<file path="src/rtl/irrigation_countdown.sv">
// MM:SS irrigation countdown timer with BCD digits, a one-second prescaler,
// preset loading with clamping, and an IDLE/RUN/PAUSE state machine.
module irrigation_countdown #(
  parameter int TICKS_PER_SECOND = 50000000
) (
  input  logic       clock,
  input  logic       reset,
  input  logic       timer_load,
  input  logic       run,
  input  logic [1:0] minutes_d_preset,
  input  logic [3:0] minutes_u_preset,
  input  logic [2:0] seconds_d_preset,
  output logic [1:0] minutes_d,
  output logic [3:0] minutes_u,
  output logic [2:0] seconds_d,
  output logic [3:0] seconds_u,
  output logic       second_tick,
  output logic       expired,
  output logic       active
);

  localparam int PW = (TICKS_PER_SECOND > 2) ? $clog2(TICKS_PER_SECOND) : 1;
  localparam logic [PW-1:0] LP_LAST = PW'(TICKS_PER_SECOND - 1);

  typedef enum logic [1:0] {
    ST_IDLE  = 2'd0,
    ST_RUN   = 2'd1,
    ST_PAUSE = 2'd2
  } state_t;

  state_t        r_state;
  logic [PW-1:0] r_presc;
  logic [1:0]    r_md;
  logic [3:0]    r_mu;
  logic [2:0]    r_sd;
  logic [3:0]    r_su;
  logic          r_tick;
  logic          r_expired;
  logic          r_active;

  state_t        w_state_nxt;
  logic [1:0]    w_md_dec;
  logic [3:0]    w_mu_dec;
  logic [2:0]    w_sd_dec;
  logic [3:0]    w_su_dec;
  logic [3:0]    w_ld_mu;
  logic [2:0]    w_ld_sd;
  logic          w_zero;
  logic          w_dec_zero;
  logic          w_load_zero;
  logic          w_wrap;
  logic          w_go;

  function automatic logic [3:0] clamp_bcd(input logic [3:0] v);
    return (v > 4'd9) ? 4'd9 : v;
  endfunction

  function automatic logic [2:0] clamp_tens(input logic [2:0] v);
    return (v > 3'd5) ? 3'd5 : v;
  endfunction

  assign w_ld_mu     = clamp_bcd(minutes_u_preset);
  assign w_ld_sd     = clamp_tens(seconds_d_preset);
  assign w_load_zero = (minutes_d_preset == 2'd0) && (w_ld_mu == 4'd0) && (w_ld_sd == 3'd0);
  assign w_zero      = ({r_md, r_mu, r_sd, r_su} == 13'd0);
  assign w_dec_zero  = ({w_md_dec, w_mu_dec, w_sd_dec, w_su_dec} == 13'd0);
  assign w_wrap      = (r_presc == LP_LAST);
  // Counting happens in any cycle that leaves the FSM in RUN, so a resume keeps the prescaler phase.
  assign w_go        = run && !w_zero;

  // BCD borrow chain for one-second decrement; only used when the count is nonzero.
  always_comb begin
    w_md_dec = r_md;
    w_mu_dec = r_mu;
    w_sd_dec = r_sd;
    w_su_dec = r_su;
    if (r_su != 4'd0) begin
      w_su_dec = r_su - 4'd1;
    end else begin
      w_su_dec = 4'd9;
      if (r_sd != 3'd0) begin
        w_sd_dec = r_sd - 3'd1;
      end else begin
        w_sd_dec = 3'd5;
        if (r_mu != 4'd0) begin
          w_mu_dec = r_mu - 4'd1;
        end else begin
          w_mu_dec = 4'd9;
          w_md_dec = r_md - 2'd1;
        end
      end
    end
  end

  // Next FSM state; a load keeps the current state unless it loads 00:00.
  always_comb begin
    w_state_nxt = r_state;
    if (timer_load) begin
      w_state_nxt = w_load_zero ? ST_IDLE : r_state;
    end else if (w_zero) begin
      w_state_nxt = ST_IDLE;
    end else if (run) begin
      w_state_nxt = (w_wrap && w_dec_zero) ? ST_IDLE : ST_RUN;
    end else if (r_state == ST_IDLE) begin
      w_state_nxt = ST_IDLE;
    end else begin
      w_state_nxt = ST_PAUSE;
    end
  end

  // State, prescaler, digits and pulse outputs.
  always_ff @(posedge clock) begin
    if (reset) begin
      r_state   <= ST_IDLE;
      r_active  <= 1'b0;
      r_presc   <= '0;
      r_md      <= 2'd0;
      r_mu      <= 4'd0;
      r_sd      <= 3'd0;
      r_su      <= 4'd0;
      r_tick    <= 1'b0;
      r_expired <= 1'b0;
    end else begin
      r_state  <= w_state_nxt;
      r_active <= (w_state_nxt == ST_RUN);
      if (timer_load) begin
        r_md      <= minutes_d_preset;
        r_mu      <= w_ld_mu;
        r_sd      <= w_ld_sd;
        r_su      <= 4'd0;
        r_presc   <= '0;
        r_tick    <= 1'b0;
        r_expired <= 1'b0;
      end else if (w_go) begin
        if (w_wrap) begin
          r_presc   <= '0;
          r_md      <= w_md_dec;
          r_mu      <= w_mu_dec;
          r_sd      <= w_sd_dec;
          r_su      <= w_su_dec;
          r_tick    <= 1'b1;
          r_expired <= w_dec_zero;
        end else begin
          r_presc   <= r_presc + PW'(1);
          r_tick    <= 1'b0;
          r_expired <= 1'b0;
        end
      end else begin
        r_presc   <= w_zero ? '0 : r_presc;
        r_tick    <= 1'b0;
        r_expired <= 1'b0;
      end
    end
  end

  assign minutes_d   = r_md;
  assign minutes_u   = r_mu;
  assign seconds_d   = r_sd;
  assign seconds_u   = r_su;
  assign second_tick = r_tick;
  assign expired     = r_expired;
  assign active      = r_active;

endmodule
</file>
<file path="config.mk">
export PLATFORM = sky130hd
export DESIGN_NAME = irrigation_countdown
export DESIGN_NICKNAME = d
export VERILOG_FILES = /design/src/rtl/irrigation_countdown.sv
export SDC_FILE = /design/constraint.sdc
export NUM_CORES = 1
export LEC_CHECK = 0
export CORE_AREA = 2 2 73 75
export CTS_CLUSTER_DIAMETER = 80
export DETAILED_ROUTE_END_ITERATION = 10
export DIE_AREA = 0 0 75 77
export PLACE_DENSITY = 0.73
export SKIP_LAST_GASP = 1
export SLEW_MARGIN = 20
export SYNTH_ARGS = -nofsm -noshare
export SYNTH_HDL_FRONTEND = slang
export SYNTH_SLANG_ARGS = --single-unit
</file>
<file path="constraint.sdc">
create_clock -name clock -period 5.65 [get_ports clock]
set_clock_uncertainty 0.1 [all_clocks]
set_input_delay 1.13 -clock clock [delete_from_list [all_inputs] [get_ports clock]]
set_output_delay 1.13 -clock clock [all_outputs]
set_load 0.01 [all_outputs]
</file>
==> flow_summary_export.csv <==
group,metric,value,unit
sta,slew_violations,0,
synth,yosysWarnings,0,
floorplan,dieArea,5775,um^2
layout,diodes,0,
synth,synthMuxAreaShare,1.987,%
synth,yosysSeqAreaShare,34.97,%
sta,setup_viol,0,
clocking,numClockSinks,44,
sta,max_clock_freq,0.2950,GHz
layout,syn2layout_area_growth,16.29,%
outcome,outcome,"finished clean",
min_path,hold_class,"reg2reg",
synth,yosysMostFrequentCell,"dfxtp_1",
setup_path,cp_slowest_stage_delay,0.60,ns
sta,min_period,3.390,ns
sta,timing.slew.headroom,38.98,%
synth,synth.area.top_cells,"dfxtp_1, a31oi_1, nand3_1",
floorplan,die_y,77,um
synth,yosysTopAreaCell,"dfxtp_1",
min_path,min-delay-start,"r_presc[20]",
synth,synth_nets,328,
setup_path,cpMaxStageDelayCell,"clkdlybuf4s50_1",
drt,vias,2539,
global_routing,grt_pass1_wl,10420,um
synth,synth_edf_count,0,
setup_path,r2r_slack,3.14,ns
synth,synth_common_cells,"dfxtp_1, a31oi_1, nand3_1, nor2_1, nand2_1",
pwr,power_density,212.9,nW/um^2
min_path,whs_endpoint,"r_presc[20]",
global_routing,grt_overflow,0,
clocking,root_buffer,"clkbuf_8",
setup_path,crit_type,"in2reg",
synth,yosys_most_used_dff,"dfxtp_1",
layout,seqCellArea,880.8,um^2
synth,synthAdderAreaFrac,0.9935,%
synth,synth_top_area_share,34.97,%
setup_path,critPathArrivalTime,3.48,ns
drt,wire_per_inst,15.97,um
synth,synth-seq-cells,44,
setup_path,setup.worst_path.end_class,"flip-flop",
clocking,cts.repair.resized,0,
floorplan,start_util,50.60,%
synth,synth_xor_xnor_area_share,2.086,%
drt,firstDrtPassIters,5,
layout,drive_gt1_share,5.438,%
floorplan,die_w,75,um
placed_design,gp_congestion,0.8435,
placed_design,io_buffers,28,
sta,fin_tns_setup,0,ns
clocking,clk_path_buf_depth,2,
global_routing,grt_util_all_layers,22.75,%
setup_path,rr_endpoint,"r_presc[18]",
sta,worst_slew_pin_slew,0.9083,ns
drt,viasPerCell,6.332,
synth,ys_async_sr_fraction,0,%
setup_path,required,5.74,ns
placed_design,place_hpwl,4547,um
setup_path,critPathTopFamily,"simple AND/OR/NAND/NOR gates",
synth,synth_top_family_by_area,"simple AND/OR/NAND/NOR gates",
drt,drt_iter0_drc,193,
clocking,postCtsSetupBuffers,0,
drt,antenna_left,0,
clocking,clk_latency,0.29,ns
floorplan,top_level_ports,29,
layout,final.fill_count,451,
sta,timing.final.crit_share,60.00,%
drt,routed_wl,6405,um
layout,multi_input_area,1529,um^2
global_routing,grt_pass1_vias,2205,
synth,ys_types,57,
setup_path,path_buf_inv,1,
clocking,clk_pin_slew_worst_paths,0.08,ns
clocking,cts_buffers,5,
min_path,whs_path_depth,1,
sta,holdWs,0.3937,ns
setup_path,worstSetupStartpointType,"input pin",
global_routing,grt_max_degree,37,
setup_path,worst-path-max-fanout,18,
floorplan,core,4977,um^2
synth,synth_area_per_cell,8.047,um^2
run,maxCapViolations,0,
sta,hold_viol,0,
setup_path,crit_path_cell_trace,"clkdlybuf4s50_1 -> or2_2 -> nor2_2 -> nand2_1 -> o311ai_0",
setup_path,reg2reg_from,"r_presc[0]",
clocking,cts_tree,"built",
clocking,h-tree-depth,2,
synth,synth_compound_area_share,21.96,%
synth,syn_inst,313,
pwr,leakagePower,0.9060,nW
clocking,hold_buffers,0,
synth,netlist_area,2519,um^2
setup_path,worstRegToRegCells,6,
floorplan,fp-row-count,26,
sta,rsz0062_at_grt,"false",
global_routing,antenna_found_initial,0,
drt,drc,0,
layout,final_nets,347,
pwr,ir_worst_vdd,0.1742,mV
synth,synthSimpleGateAreaFrac,33.33,%
==> area by class of cell <==
class | count | area share, %
well taps | 70 | 2.990
clock inverters | 1 | 1.025
multi-input cells | 241 | 52.20
inverters | 10 | 1.282
clock buffers | 5 | 2.349
flip-flops and latches | 44 | 30.07
repair buffers | 30 | 10.08
==> cell families (layout without fill, tap and decap cells) <==
kind of cell,count (synthesis),in the layout
adders and majority gates,2,2
and+or+nand+nor,150,150
DFF,44,44
AOI/OAI and AO/OA,78,78
buffers and inverters,28,46
xor gates and xnor gates,6,6
muxes,5,5
==> routing by layer <==
metal | global-route usage (%) | vias up | part of all wire [%]
li1 | - | 1247 | -
met1 | 34.09 | 1179 | 47
met2 | 33.42 | 107 | 45
met3 | 3.942 | 6 | 7.2
met4 | 5.714 | 0 | 0.94
met5 | 0 | - | 0
==> state kept, by name (all words and copies together) (netlist names) <==
register / cells
expired: 1
minutes_d: 2
active: 1
r_presc: 26
seconds_d: 3
seconds_u: 4
minutes_u: 4
r_state: 2
second_tick: 1
==> stage by stage <==
| stage | setup slack (ns) | total power, mW | util [%] | area, um^2 | std cells |
|---|---|---|---|---|---|
| 6_report | 2.260 | 0.6235 | 58.85 | 2929 | 401 |
| 5_1_grt | 2.037 | 0.6468 | 58.85 | 2929 | 401 |
| 4_1_cts | 2.304 | 0.6290 | 58.85 | 2929 | 401 |
| 3_5_place_dp | 1.959 | 0.4015 | 56.86 | 2830 | 395 |
| 3_3_place_gp | 2.076 | 0.4007 | 56.74 | 2824 | 395 |
| 2_1_floorplan | 2.877 | 0.3713 | - | 2519 | 313 |
==> cells in the final DEF (no fill, tap or decap), drive strengths merged, types with 10 or more instances in the layout <==
cell type	instances
a31oi	28
nor2	26
nand4	11
a21oi	10
nand2	24
nor4	10
clkdlybuf4s50	28
nand3	26
dfxtp	44
==> how the worst max path moves through the flow <==
stage                     startpoint            to  slack (ns)  cells after the start
after floorplan                  run  seconds_d[1]        2.88                      6
after global placement           run  seconds_d[1]        2.08                      6
after detailed placement  timer_load   r_presc[21]        1.96                      5
after CTS                 timer_load   r_presc[21]        2.30                      5
after global routing      timer_load   r_presc[21]        2.04                      5
final                     timer_load   r_presc[21]        2.26                      5
==> report_power, final <==
group          leakage, nW  internal [mW]  total (mW)  switching (mW)
logic                0.499         0.0330      0.0735          0.0405
clock network       0.0501          0.127       0.227           0.101
registers            0.357          0.315       0.322         0.00706
total                0.906          0.475       0.624           0.148
(Power assumes the default switching activity.)
==> variant 1 (config.mk and constraints unchanged) <==
The 3 states of `state_t` get a one-hot encoding in 3 bits.
--- a/src/rtl/irrigation_countdown.sv
+++ b/src/rtl/irrigation_countdown.sv
@@ -22,10 +22,10 @@
   localparam int PW = (TICKS_PER_SECOND > 2) ? $clog2(TICKS_PER_SECOND) : 1;
   localparam logic [PW-1:0] LP_LAST = PW'(TICKS_PER_SECOND - 1);
 
-  typedef enum logic [1:0] {
-    ST_IDLE  = 2'd0,
-    ST_RUN   = 2'd1,
-    ST_PAUSE = 2'd2
+  typedef enum logic [2:0] {
+    ST_IDLE  = 3'b001,
+    ST_RUN   = 3'b010,
+    ST_PAUSE = 3'b100
   } state_t;
 
   state_t        r_state;
Formal check against the unedited RTL: same outputs for any inputs over 10 cycles, from zero or initial values and one cycle with reset high; not proved beyond that.
==> variant 1 against the original RTL <==
- die area did not move
- clock power rose by 13%
- utilization fell by 2.8 points
- routed wire length fell by 12%
- global-route usage fell by 1.5 points
- final area fell by 4.7%
- worst setup slack got worse by 170 ps
- combinational power rose by 2%
- final cell count fell by 1.5%
- synthesized cell count fell by 4.5%
- synthesized area fell by 7.3%
- sequential cell count rose by 1
- total power rose by 6.3%
- via count fell by 8.0%
- critical path type unchanged
==> variant 1: results <==
metrics = {
    "outcome": {
        "run_status": "complete, no violations",
    },
    "clocking": {
        "clk_pin_slew_worst_paths_ps": 90,
        "cts-resized-gates": 0,
        "numCtsBuffers": 5,
        "post-cts-setup-buffer-count": 0,
        "cts_buffer_depth": 2,
        "root_buffer": "clkbuf_8",
        "clkLatencyLatePin_ps": 310,
        "htree_levels": 2,
    },
    "placed_design": {
        "port_buffers": 28,
        "dpl_cell_area_mm2": 0.002674,
        "dp.cells": 387,
        "routabilityCongestion": 0.8525,
        "dp_hpwl_mm": 4.073,
    },
    "grt": {
        "grt_pass1_wl_mm": 9.818,
        "grt_max_degree": 25,
        "track_usage": 0.2129,
        "antenna_found_initial": 0,
        "grt_pass1_vias": 2122,
    },
    "worst_hold_path": {
        "min_path_type": "register to register",
        "hold_depth": 1,
    },
    "yosys": {
        "synthTopCellsByArea": "dfxtp_1, nor2_1, nand4_1, nand2_1, xor2_1",
        "synth_common_cells": "dfxtp_1, nor2_1, nand2_1",
        "yosysSeqAreaShare": 0.3856,
        "syn_inst": 299,
        "async_reset_ff_frac": 0,
        "synth_cell_types": 45,
        "ys_warn_count": 0,
        "syn_nets": 314,
    },
    "timing": {
        "fin_hold_ws_ps": 378.0,
        "relSlewSlack": 0.4087,
    },
    "detailed_routing": {
        "wl_mm": 5.659,
        "vias": 2337,
        "first_pass_iters": 5,
        "drtIter0Drc": 150,
    },
    "layout": {
        "largest_reg_flops": 26,
        "antennaDiodeCount": 0,
        "fin_nets": 339,
        "top_register": "r_presc",
        "stdcell_count": 395,
        "drive_above_1_share": 0.04923,
    },
    "power_and_ir_drop": {
        "power_leakage_nw": 0.9492,
        "peakVddDrop_mv": 0.1178,
    },
    "critical_path": {
        "crit_arrival_ps": 3700,
        "reg2regPathDepth": 6,
        "crit_fanout": 15,
        "rrSetupSlack_ps": 2450,
    },
}
## variant 1: path summary, 6_finish.rpt
check | startpoint | endpoint
hold reg to reg | r_presc[23] | r_presc[23]
hold / removal | r_presc[23] | r_presc[23]
setup / recovery | run | r_presc[12]
setup reg to reg | r_presc[7] | seconds_u[2]
## variant 1: metal layers
layer	track usage	up-vias	wire (µm)	share of wire
li1	-	1157	-	-
met1	0.2965	1105	2695	0.48
met2	0.3202	69	2637	0.47
met3	0.04599	6	259	0.046
met4	0.07500	0	66	0.012
met5	0	-	0	0
## variant 1: through the flow
step	worst slack (ps)	total power, mW	utilization
2_1_floorplan	2778	0.3815	-
3_3_place_gp	1922	0.4111	0.5359
3_5_place_dp	1817	0.4124	0.5372
4_1_cts	2128	0.6653	0.5606
5_1_grt	1807	0.6889	0.5606
6_report	2091	0.6626	0.5606
## variant 1: cell families (layout without fill, tap and decap cells)
logic type	Yosys count	after routing	synth area share
DFF	45	45	0.3856
xor gates and xnor gates	14	14	0.05249
and+or+nand+nor	155	155	0.3439
AOI/OAI and AO/OA	62	62	0.1671
adders and majority gates	2	2	0.01071
buffers and inverters	19	45	0.03160
muxes	2	2	0.008570
## variant 1: area by class of cell
cell class | instances | area (µm²)
fill | 471 | 2187
clock inverter | 1 | 30.03
timing repair buffer | 29 | 287.8
clock buffer | 7 | 86.33
tap | 70 | 87.58
sequential | 45 | 900.9
multi-input combinational | 235 | 1368
inverter | 8 | 30.03
## variant 1: critical path: stages
cell	delay [ps]
clkdlybuf4s50_1	520
inv_1	80
a41oi_1	550
nand2_1	290
nor2_1	750
o21ai_0	190
a31oi_1	190
## variant 1: power by group
part / internal (mW) / switching [mW] / total, mW
combinational: 0.0326 / 0.0425 / 0.0751
sequential: 0.324 / 0.00776 / 0.331
clock: 0.144 / 0.112 / 0.256
total: 0.500 / 0.162 / 0.663
==> variant 2 (same flow settings) <==
Without the edit above. The parameter `TICKS_PER_SECOND` goes from 50000000 to 200000000.
--- a/src/rtl/irrigation_countdown.sv
+++ b/src/rtl/irrigation_countdown.sv
@@ -1,7 +1,7 @@
 // MM:SS irrigation countdown timer with BCD digits, a one-second prescaler,
 // preset loading with clamping, and an IDLE/RUN/PAUSE state machine.
 module irrigation_countdown #(
-  parameter int TICKS_PER_SECOND = 50000000
+  parameter int TICKS_PER_SECOND = 200000000
 ) (
   input  logic       clock,
   input  logic       reset,
Check against the original RTL: no difference found for any inputs over 10 cycles, from zero or initial values and one cycle with reset high; that may be too few to reach the edited logic, so the function may still have changed.
==> variant 2 against the original RTL <==
- final area is 1.1% lower
- sequential cell count up 2
- synthesized area decreased by 1.9%
- count of clock-buffer cells in the layout grew 1
- routed wire length fell by 11%
- worst setup slack gained 52 ps
- total power is 6.1% higher
- critical endpoint is now r_presc[24]
- largest cell class unchanged
==> variant 2: results <==
metrics = {
    "outcome": {
        "run_status": "complete, no violations",
    },
    "detailed_routing": {
        "routedWlPerCell_um": 14.33,
        "first_pass_iters": 4,
        "vias_per_cell": 5.683,
        "drtIter0Drc": 197,
    },
    "yosys": {
        "synth_largest_area_cell": "dfxtp_1",
        "async_reset_ff_frac": 0,
        "ys_warn_count": 0,
        "synth_common_cells": "dfxtp_1, nor2_1, nand2_1",
        "synth_cell_types": 53,
        "synthTopCellsByArea": "dfxtp_1, nor2_1, nand2_1, xor2_1, a21oi_1",
        "yosysSeqAreaShare": 0.3727,
        "syn_nets": 320,
    },
    "critical_path": {
        "crit_fanout": 13,
        "crit_arrival_ps": 3490,
        "reg2regPathDepth": 6,
    },
    "layout": {
        "fin_nets": 343,
        "antennaDiodeCount": 0,
        "largest_reg_flops": 28,
        "top_register": "r_presc",
        "drive_above_1_share": 0.06707,
    },
    "clocking": {
        "post-cts-setup-buffer-count": 0,
        "cts_buffer_depth": 2,
        "clkLatencyLatePin_ps": 300,
        "clk_pin_slew_worst_paths_ps": 90,
        "htree_levels": 2,
        "root_buffer": "clkbuf_8",
        "cts-resized-gates": 0,
        "numCtsBuffers": 5,
    },
    "timing": {
        "finalSetupViolCount": 0,
        "worst_pin_slew_ps": 817.9,
    },
    "placed_design": {
        "routabilityCongestion": 0.8311,
        "dp_hpwl_mm": 4.098,
        "port_buffers": 28,
        "place_ws_ps": 2011,
    },
    "grt": {
        "grtUsageMet2": 0.3070,
        "grt_max_degree": 24,
        "met3_usage": 0.04731,
        "grt_pass1_vias": 2031,
        "track_usage": 0.2096,
        "grt_pass1_wl_mm": 9.466,
        "grt_use_met1": 0.3051,
        "antenna_found_initial": 0,
    },
    "power_and_ir_drop": {
        "power_leakage_nw": 0.9550,
        "peakVddDrop_mv": 0.1381,
    },
    "worst_hold_path": {
        "min_path_type": "register to register",
        "hold_depth": 2,
    },
}
-- variant 2: cell count changes after synthesis, sizes merged, moves of 5 or more --
cell	before	now
a21oi	10	15
a31oi	28	7
clkbuf	14	9
nand3	26	15
nor2	26	43
nor3	9	14
o21ai	6	11
xor2	4	9
-- variant 2: where the power goes --
| group | internal (mW) | leakage, nW | switching (mW) | total, mW |
|---|---|---|---|---|
| Combinational | 0.0321 | 0.525 | 0.0371 | 0.0693 |
| Sequential | 0.330 | 0.373 | 0.00712 | 0.337 |
| Clock | 0.142 | 0.0573 | 0.114 | 0.255 |
-- variant 2: cells by family (layout without fill, tap and decap cells) --
logic type / after synthesis / after routing / synth area share
AND/OR/NAND/NOR: 156 / 156 / 0.3423
multiplexers: 6 / 6 / 0.02481
flip-flops: 46 / 46 / 0.3727
AO/OA/AOI/OAI: 59 / 59 / 0.1580
buffers and inverters: 21 / 44 / 0.03899
XOR/XNOR: 15 / 15 / 0.05317
adder cells (fa/ha/maj): 2 / 2 / 0.01012
-- variant 2: metrics by stage --
step	area [µm²]	util	hold WS (ps)	power, mW	instances
2_1_floorplan	2471	-	346.0	0.3840	305
3_3_place_gp	2784	0.5593	358.9	0.4127	391
3_5_place_dp	2784	0.5593	373.2	0.4136	391
4_1_cts	2897	0.5820	387.6	0.6629	398
5_1_grt	2897	0.5820	428.5	0.6901	398
6_report	2897	0.5820	383.4	0.6615	398
-- variant 2: worst max-delay path, cell delays in order --
cell and delay (ps):
clkdlybuf4s50_1 590, or2_2 480, or2_2 380, or2_2 330
or4_1 480, nand3_1 90
-- variant 2: path summary, 6_finish.rpt --
kind / slack (ps) / from / end
worst min register to register: 380 / r_presc[17] / r_presc[17]
worst max register to register: 3050 / seconds_u[2] / active
worst min-delay path: 380 / r_presc[17] / r_presc[17]
worst max-delay path: 2310 / reset / r_presc[24]
-- variant 2: layer usage --
| layer | vias to the layer above | routed length (µm) |
|---|---|---|
| met2 | 42 | 2535 |
| li1 | 1164 | - |
| met1 | 1049 | 2825 |
| met5 | - | 0 |
| met3 | 7 | 270 |
| met4 | 0 | 74 |
-- variant 2: cell type report --
cell class,instances,area [µm²]
inverters,7,26.28
fillers,460,2081
repair buffers,30,295.3
clock inverters,1,30.03
flip-flops and latches,46,920.9
clock buffers,6,82.58
multi-input cells,238,1454
well taps,70,87.58
